## config.mk

```make
export PLATFORM = sky130hd
export DESIGN_NAME = macarray_seq
export DESIGN_NICKNAME = d
export VERILOG_FILES = /design/src/rtl/macarray_seq.sv
export SDC_FILE = /design/constraint.sdc
export NUM_CORES = 1
export LEC_CHECK = 0
export ABC_AREA = 1
export CAP_MARGIN = 20
export CORE_ASPECT_RATIO = 0.5
export CORE_MARGIN = 3
export CORE_UTILIZATION = 40
export DETAILED_ROUTE_END_ITERATION = 7
export PLACE_DENSITY = 0.6
export SYNTH_ARGS = -nofsm -noshare
export SYNTH_HDL_FRONTEND = slang
export SYNTH_SLANG_ARGS = --single-unit
export TNS_END_PERCENT = 1
```

## constraint.sdc

```tcl
create_clock -name CLK -period 8.2 [get_ports CLK]
set_input_delay 1.23 -clock CLK [delete_from_list [all_inputs] [get_ports CLK]]
set_output_delay 1.23 -clock CLK [all_outputs]
set_load 0.01 [all_outputs]
```

## src/rtl/macarray_seq.sv

```systemverilog
// macarray_seq: operand latch and skewed-feed sequencer for the 4x4 systolic MAC array.
// Optional abort input is compiled in when MACSEQ_ABORT_EN is defined.
module macarray_seq #(
  parameter int DRAIN = 2
) (
  input  logic                CLK,
  input  logic                RST,
  input  logic                start,
  input  logic                size4,
  input  logic [63:0]         a_mat,
  input  logic [63:0]         b_mat,
`ifdef MACSEQ_ABORT_EN
  input  logic                abort,
`endif
  output logic                busy,
  output logic                done,
  output logic                clr,
  output logic [1:0]          enable,
  output logic                update_ready,
  output logic signed [3:0]   a_row0,
  output logic signed [3:0]   a_row1,
  output logic signed [3:0]   a_row2,
  output logic signed [3:0]   a_row3,
  output logic signed [3:0]   b_col0,
  output logic signed [3:0]   b_col1,
  output logic signed [3:0]   b_col2,
  output logic signed [3:0]   b_col3
);

  localparam int DATA_W = 4;

  localparam logic [2:0] S_IDLE   = 3'd0;
  localparam logic [2:0] S_CLEAR  = 3'd1;
  localparam logic [2:0] S_FEED   = 3'd2;
  localparam logic [2:0] S_DRAIN  = 3'd3;
  localparam logic [2:0] S_UPDATE = 3'd4;
  localparam logic [2:0] S_DONE   = 3'd5;

  localparam logic [3:0] DRAIN_LAST = 4'(DRAIN - 1);

  logic [2:0]  state_p0, state_d;
  logic [3:0]  beat_p0, beat_d;
  logic [3:0]  drn_p0, drn_d;
  logic        n4_p0, n4_d;
  logic [63:0] a_lat_p0, b_lat_p0;
  logic [3:0]  feed_last;
  logic        abort_req;
  int          n_act;
  logic signed [DATA_W-1:0] a_nxt [4];
  logic signed [DATA_W-1:0] b_nxt [4];

`ifdef MACSEQ_ABORT_EN
  assign abort_req = abort;
`else
  assign abort_req = 1'b0;
`endif

  // A[i][t-i]: row i is delayed by i beats; elements outside NxN stay zero.
  function automatic logic signed [DATA_W-1:0] a_elem(input logic [63:0] m, input int i,
                                                     input int t, input int n);
    int k;
    k = t - i;
    if (i < n && k >= 0 && k < n) return m[16*i + 4*k +: DATA_W];
    return '0;
  endfunction

  // B[t-j][j]: column j is delayed by j beats.
  function automatic logic signed [DATA_W-1:0] b_elem(input logic [63:0] m, input int j,
                                                     input int t, input int n);
    int k;
    k = t - j;
    if (j < n && k >= 0 && k < n) return m[16*k + 4*j +: DATA_W];
    return '0;
  endfunction

  // F-1 = 3N-3 is the final beat index
  assign feed_last = n4_p0 ? 4'd9 : 4'd6;

  always_comb begin
    state_d = state_p0;
    beat_d  = beat_p0;
    drn_d   = drn_p0;
    n4_d    = n4_p0;
    case (state_p0)
      S_IDLE: begin
        if (start) begin
          state_d = S_CLEAR;
          n4_d    = size4;
        end
      end
      S_CLEAR: begin
        state_d = S_FEED;
        beat_d  = 4'd0;
      end
      S_FEED: begin
        if (beat_p0 == feed_last) begin
          state_d = S_DRAIN;
          drn_d   = DRAIN_LAST;
        end else begin
          beat_d = beat_p0 + 4'd1;
        end
      end
      S_DRAIN: begin
        if (drn_p0 == 4'd0) state_d = S_UPDATE;
        else                drn_d   = drn_p0 - 4'd1;
      end
      S_UPDATE: state_d = S_DONE;
      S_DONE:   state_d = S_IDLE;
      default:  state_d = S_IDLE;
    endcase
    if (abort_req && (state_p0 == S_CLEAR || state_p0 == S_FEED || state_p0 == S_DRAIN))
      state_d = S_IDLE;
  end

  // Feed values for the upcoming cycle, so every output leaves a register.
  always_comb begin
    n_act = n4_d ? 4 : 3;
    for (int i = 0; i < 4; i++) begin
      a_nxt[i] = '0;
      b_nxt[i] = '0;
    end
    if (state_d == S_FEED) begin
      for (int i = 0; i < 4; i++) begin
        a_nxt[i] = a_elem(a_lat_p0, i, int'(beat_d), n_act);
        b_nxt[i] = b_elem(b_lat_p0, i, int'(beat_d), n_act);
      end
    end
  end

  // ---- stage p0: state, latched operands and registered outputs ----
  always_ff @(posedge CLK) begin
    if (RST) begin
      state_p0     <= S_IDLE;
      beat_p0      <= 4'd0;
      drn_p0       <= 4'd0;
      n4_p0        <= 1'b0;
      a_lat_p0     <= '0;
      b_lat_p0     <= '0;
      busy         <= 1'b0;
      done         <= 1'b0;
      clr          <= 1'b0;
      enable       <= 2'b00;
      update_ready <= 1'b0;
      a_row0       <= '0;
      a_row1       <= '0;
      a_row2       <= '0;
      a_row3       <= '0;
      b_col0       <= '0;
      b_col1       <= '0;
      b_col2       <= '0;
      b_col3       <= '0;
    end else begin
      state_p0 <= state_d;
      beat_p0  <= beat_d;
      drn_p0   <= drn_d;
      n4_p0    <= n4_d;
      if (state_p0 == S_IDLE && start) begin
        a_lat_p0 <= a_mat;
        b_lat_p0 <= b_mat;
      end
      busy         <= (state_d != S_IDLE);
      done         <= (state_d == S_DONE);
      clr          <= (state_d == S_CLEAR);
      enable       <= (state_d == S_IDLE) ? 2'b00 : (n4_d ? 2'b11 : 2'b01);
      update_ready <= (state_d == S_UPDATE);
      a_row0       <= a_nxt[0];
      a_row1       <= a_nxt[1];
      a_row2       <= a_nxt[2];
      a_row3       <= a_nxt[3];
      b_col0       <= b_nxt[0];
      b_col1       <= b_nxt[1];
      b_col2       <= b_nxt[2];
      b_col3       <= b_nxt[3];
    end
  end

endmodule

```

==> Implementation_results.wiki <==
{| class="wikitable"
! Metric !! Value
|-
| Mapped Area || 8630 um^2
|-
| Total power || 2.25 mW
|-
| Share of the core filled with cells || 52.7%
|-
| Unrepaired setup endpoints after global routing || false
|-
| Drt first pass iters || 5
|-
| Final count of negative-setup-slack endpoints || 0
|-
| Number of antenna-violating nets in the routed design || 0
|-
| Buffers inserted by post-CTS timing repair || 0
|-
| Time the worst path needs with I/O delays and setup || 4.63 ns
|-
| Number of library cell types mapped by synthesis || 38
|-
| Pins over their slew limit || 0
|-
| Critical Path End Type || flip-flop
|-
| Maximum number of pins on one net before global-route repair || 93
|-
| Final std cell area, no fill || 11,000 um^2
|-
| Number of nets in the layout || 1,548
|-
| H-tree levels || 4
|-
| Worst flop-to-flop path startpoint || beat_p0[0]
|-
| Post-layout instance count excluding filler cells || 1,701
|-
| Worst slack, placed || 3.16 ns
|-
| Worst hold path class || flip-flop to flip-flop
|-
| Root Buffer Master || clkbuf_16
|-
| Leading registers by flop count || a_lat_p0 (64), b_lat_p0 (64)
|-
| Overall die area || 23,500 um^2
|-
| Share of the yosys chip area belonging to registers || 41.3%
|-
| Starting DRC count in detailed routing || 796
|-
| End of the worst register-to-register path || a_row2[1]
|-
| Max-capacitance violation count || 0
|-
| Final Wtd Congestion || 0.858
|-
| Number of clock buffers inserted by TritonCTS || 17
|-
| Data arrival time of the critical path || 4.99 ns
|-
| R2R Setup Slk || 3.99 ns
|-
| Number of instances in the synthesized netlist || 1,280
|-
| Number of placed instances, taps included || 1,669
|-
| Number of antenna violations at the first check in global routing || 0
|-
| Slew of the pin with the lowest slew margin || 0.925 ns
|-
| Depth of the worst register-to-register path || 19
|-
| Initial Utilization || 41.3%
|-
| Outcome || completed
|-
| Largest buffer count on any clock path || 2
|-
| Clock tree from TritonCTS || yes
|-
| Biggest cell delay along the critical path || 0.69 ns
|-
| Share of layout cells above drive strength 1 || 5.68%
|-
| Post-route fraction of the period consumed by the critical path || 56.4%
|-
| Seq cells post-synth || 178
|-
| Worst hold path depth || 2
|-
| Clock Sinks || 178
|-
| Crit path required time || 8.56 ns
|-
| Global-route usage over all layers || 22.9%
|-
| Detailed-route wire length per cell || 15.9 um
|-
| Number of gates resized after cts || 0
|-
| Top achievable clock speed || 216 MHz
|-
| Kind of critical path || input pin to flip-flop
|-
| Worst hold endpoint || b_lat_p0[17]
|-
| Placed Area || 10,400 um^2
|-
| Residual DRC count || 0
|-
| Number of buffers added to fix hold violations after cts || 0
|-
| Synthesized net count || 1,431
|-
| Worst Path Buf+Inv || 4
|-
| I/O pins || 170
|-
| Type of origin of the critical path || input pin
|-
| Sum of overflow across all layers after global routing || 0
|-
| Clock-pin transition on the worst setup and hold timing paths || 0.07 ns
|-
| Avg Inst Size Synth || 6.74 um^2
|-
| Count of standard-cell rows || 37
|-
| Port-buffer cells || 169
|-
| HPWL after DPL || 18,800 um
|-
| Horizontal die dimension || 214 um
|-
| Static power due to leakage || 4.39 nW
|-
| Relative slew slack || 38.3%
|-
| Antenna diode count || 0
|-
| Routed wire length || 27,000 um
|-
| Gate family responsible for the most delay along the worst path || simple AND/OR/NAND/NOR gates
|-
| Final Worst Setup Slack || 3.57 ns
|-
| Die span in y || 110 um
|-
| Core ar. || 20,900 um^2
|-
| Number of global-route vias before repair || 8,244
|-
| Startpoint of the tightest hold check path || b_lat_p0[17]
|-
| Fill cell count || 2,063
|-
| Worst hold slack || 0.449 ns
|-
| Wire length of the first global-routing pass || 42,300 um
|-
| Insertion delay of the later-clocked pin in the worst-skew pair || 0.43 ns
|-
| Drt via density || 5.16
|-
| Maximum vdd ir drop || 131 uV
|-
| Power per Cell Area || 205 nW/um^2
|-
| Area grow syn2layout || 27.4%
|-
| Count of endpoints failing hold in the final timing report || 0
|-
| Setup TNS || 0 ns
|-
| Clock Skew || 0.0101 ns
|-
| Total of warnings raised by yosys || 0
|-
| Crit-path slowest cell || nand3_4
|-
| Count of vias placed by the detailed router || 8,771
|-
| Biggest fanout along the worst timing path || 88
|-
| Worst-path cell chain || clkdlybuf4s50_1, nand3_4, or2_1, o21ai_2, inv_2, ha_1, inv_1, nor2_1, o21ai_0, nand2_1, nor3_1, ha_1, inv_1, nor3_1, o21ai_0, a21oi_2, nand2_1, nor2_1
|}
## cell families (layout without fill, tap and decap cells)
family / after synthesis / in the layout / synth area share (%)
and+or+nand+nor: 654 / 654 / 32.3
xor gates and xnor gates: 2 / 2 / 0.203
DFF: 178 / 178 / 41.3
buffers and inverters: 171 / 300 / 8.07
adders and majority gates: 19 / 19 / 2.75
AOI/OAI and AO/OA: 256 / 256 / 15.4
## report_power, final
| part | internal, mW | total [mW] | switching, mW |
|---|---|---|---|
| Sequential | 0.923 | 0.958 | 0.0354 |
| Combinational | 0.192 | 0.501 | 0.309 |
| Clock | 0.432 | 0.791 | 0.359 |
## worst min-delay path, delay by kind of cell (launching register included)
family | cells | cell delay (ns)
flops | 1 | 0.30
buf+inv | 1 | 0.05
compound gates | 1 | 0.05
## routing by layer
metal	up-vias	routed length, um	GRT usage [%]	share of wire, %
met5	-	0	0	0
met4	0	290	5.42	1.1
met3	23	1710	3.76	6.3
met2	280	11800	36.1	44
met1	4066	13200	32.8	49
li1	4402	-	-	-
## worst max path at each step
| stage | start | end | cells after the start |
|---|---|---|---|
| detailed placement | start | a_row1[1] | 18 |
| floorplan | beat_p0[0] | a_row1[0] | 21 |
| global route | start | a_row2[1] | 14 |
| finish | start | a_row1[1] | 18 |
| CTS | start | a_row1[1] | 18 |
| global placement | start | a_row1[0] | 18 |
## area by class of cell
class                   instances  area [um^2]  area share [%]
multi-input cells             931         4390            39.9
flip-flops and latches        178         3560            32.4
repair buffers                178         1770            16.1
clock buffers                  19          443            4.03
well taps                     292          365            3.32
inverters                      91          343            3.12
clock inverters                12          124            1.13
## synthesized netlist by cell type, drive strengths merged
cell / count / area, um^2
or2: 4 / 25.0
a21oi: 158 / 806
and2: 1 / 6.26
nand3b: 1 / 7.51
o22ai: 8 / 50.1
nor4: 3 / 18.8
nand3: 163 / 848
nor3: 6 / 30.0
nand2: 380 / 1450
o211ai: 5 / 37.5
nor3b: 1 / 7.51
inv: 89 / 334
nand4: 3 / 33.8
ha: 19 / 238
clkinv: 2 / 8.75
xor2: 2 / 17.5
buf: 31 / 170
or3: 2 / 12.5
clkbuf: 49 / 184
o21ai: 85 / 433
dfxtp: 178 / 3560
nor2: 90 / 353
## layout by cell type, fill, tap and decap left out, types with 2 or more instances in the layout
master	count
nor3_1	6
a21oi_2	4
inv_2	11
o211ai_1	5
inv_8	2
inv_1	78
clkbuf_16	17
xor2_1	2
ha_1	19
nand2_4	2
clkinvlp_4	3
o21ai_0	77
o21ai_2	2
nor4_1	3
nand3_1	157
or2_2	3
buf_4	9
o21ai_1	6
clkinv_4	2
o22ai_1	8
nand2_2	6
nand4_1	2
clkdlybuf4s50_1	168
a21oi_1	154
or3_1	2
nor2_2	3
clkinv_2	2
inv_6	3
nand3_2	4
nand3_4	2
nand2_1	372
dfxtp_1	178
nor2_1	86
Note: power is estimated with default switching activity, not from simulation.
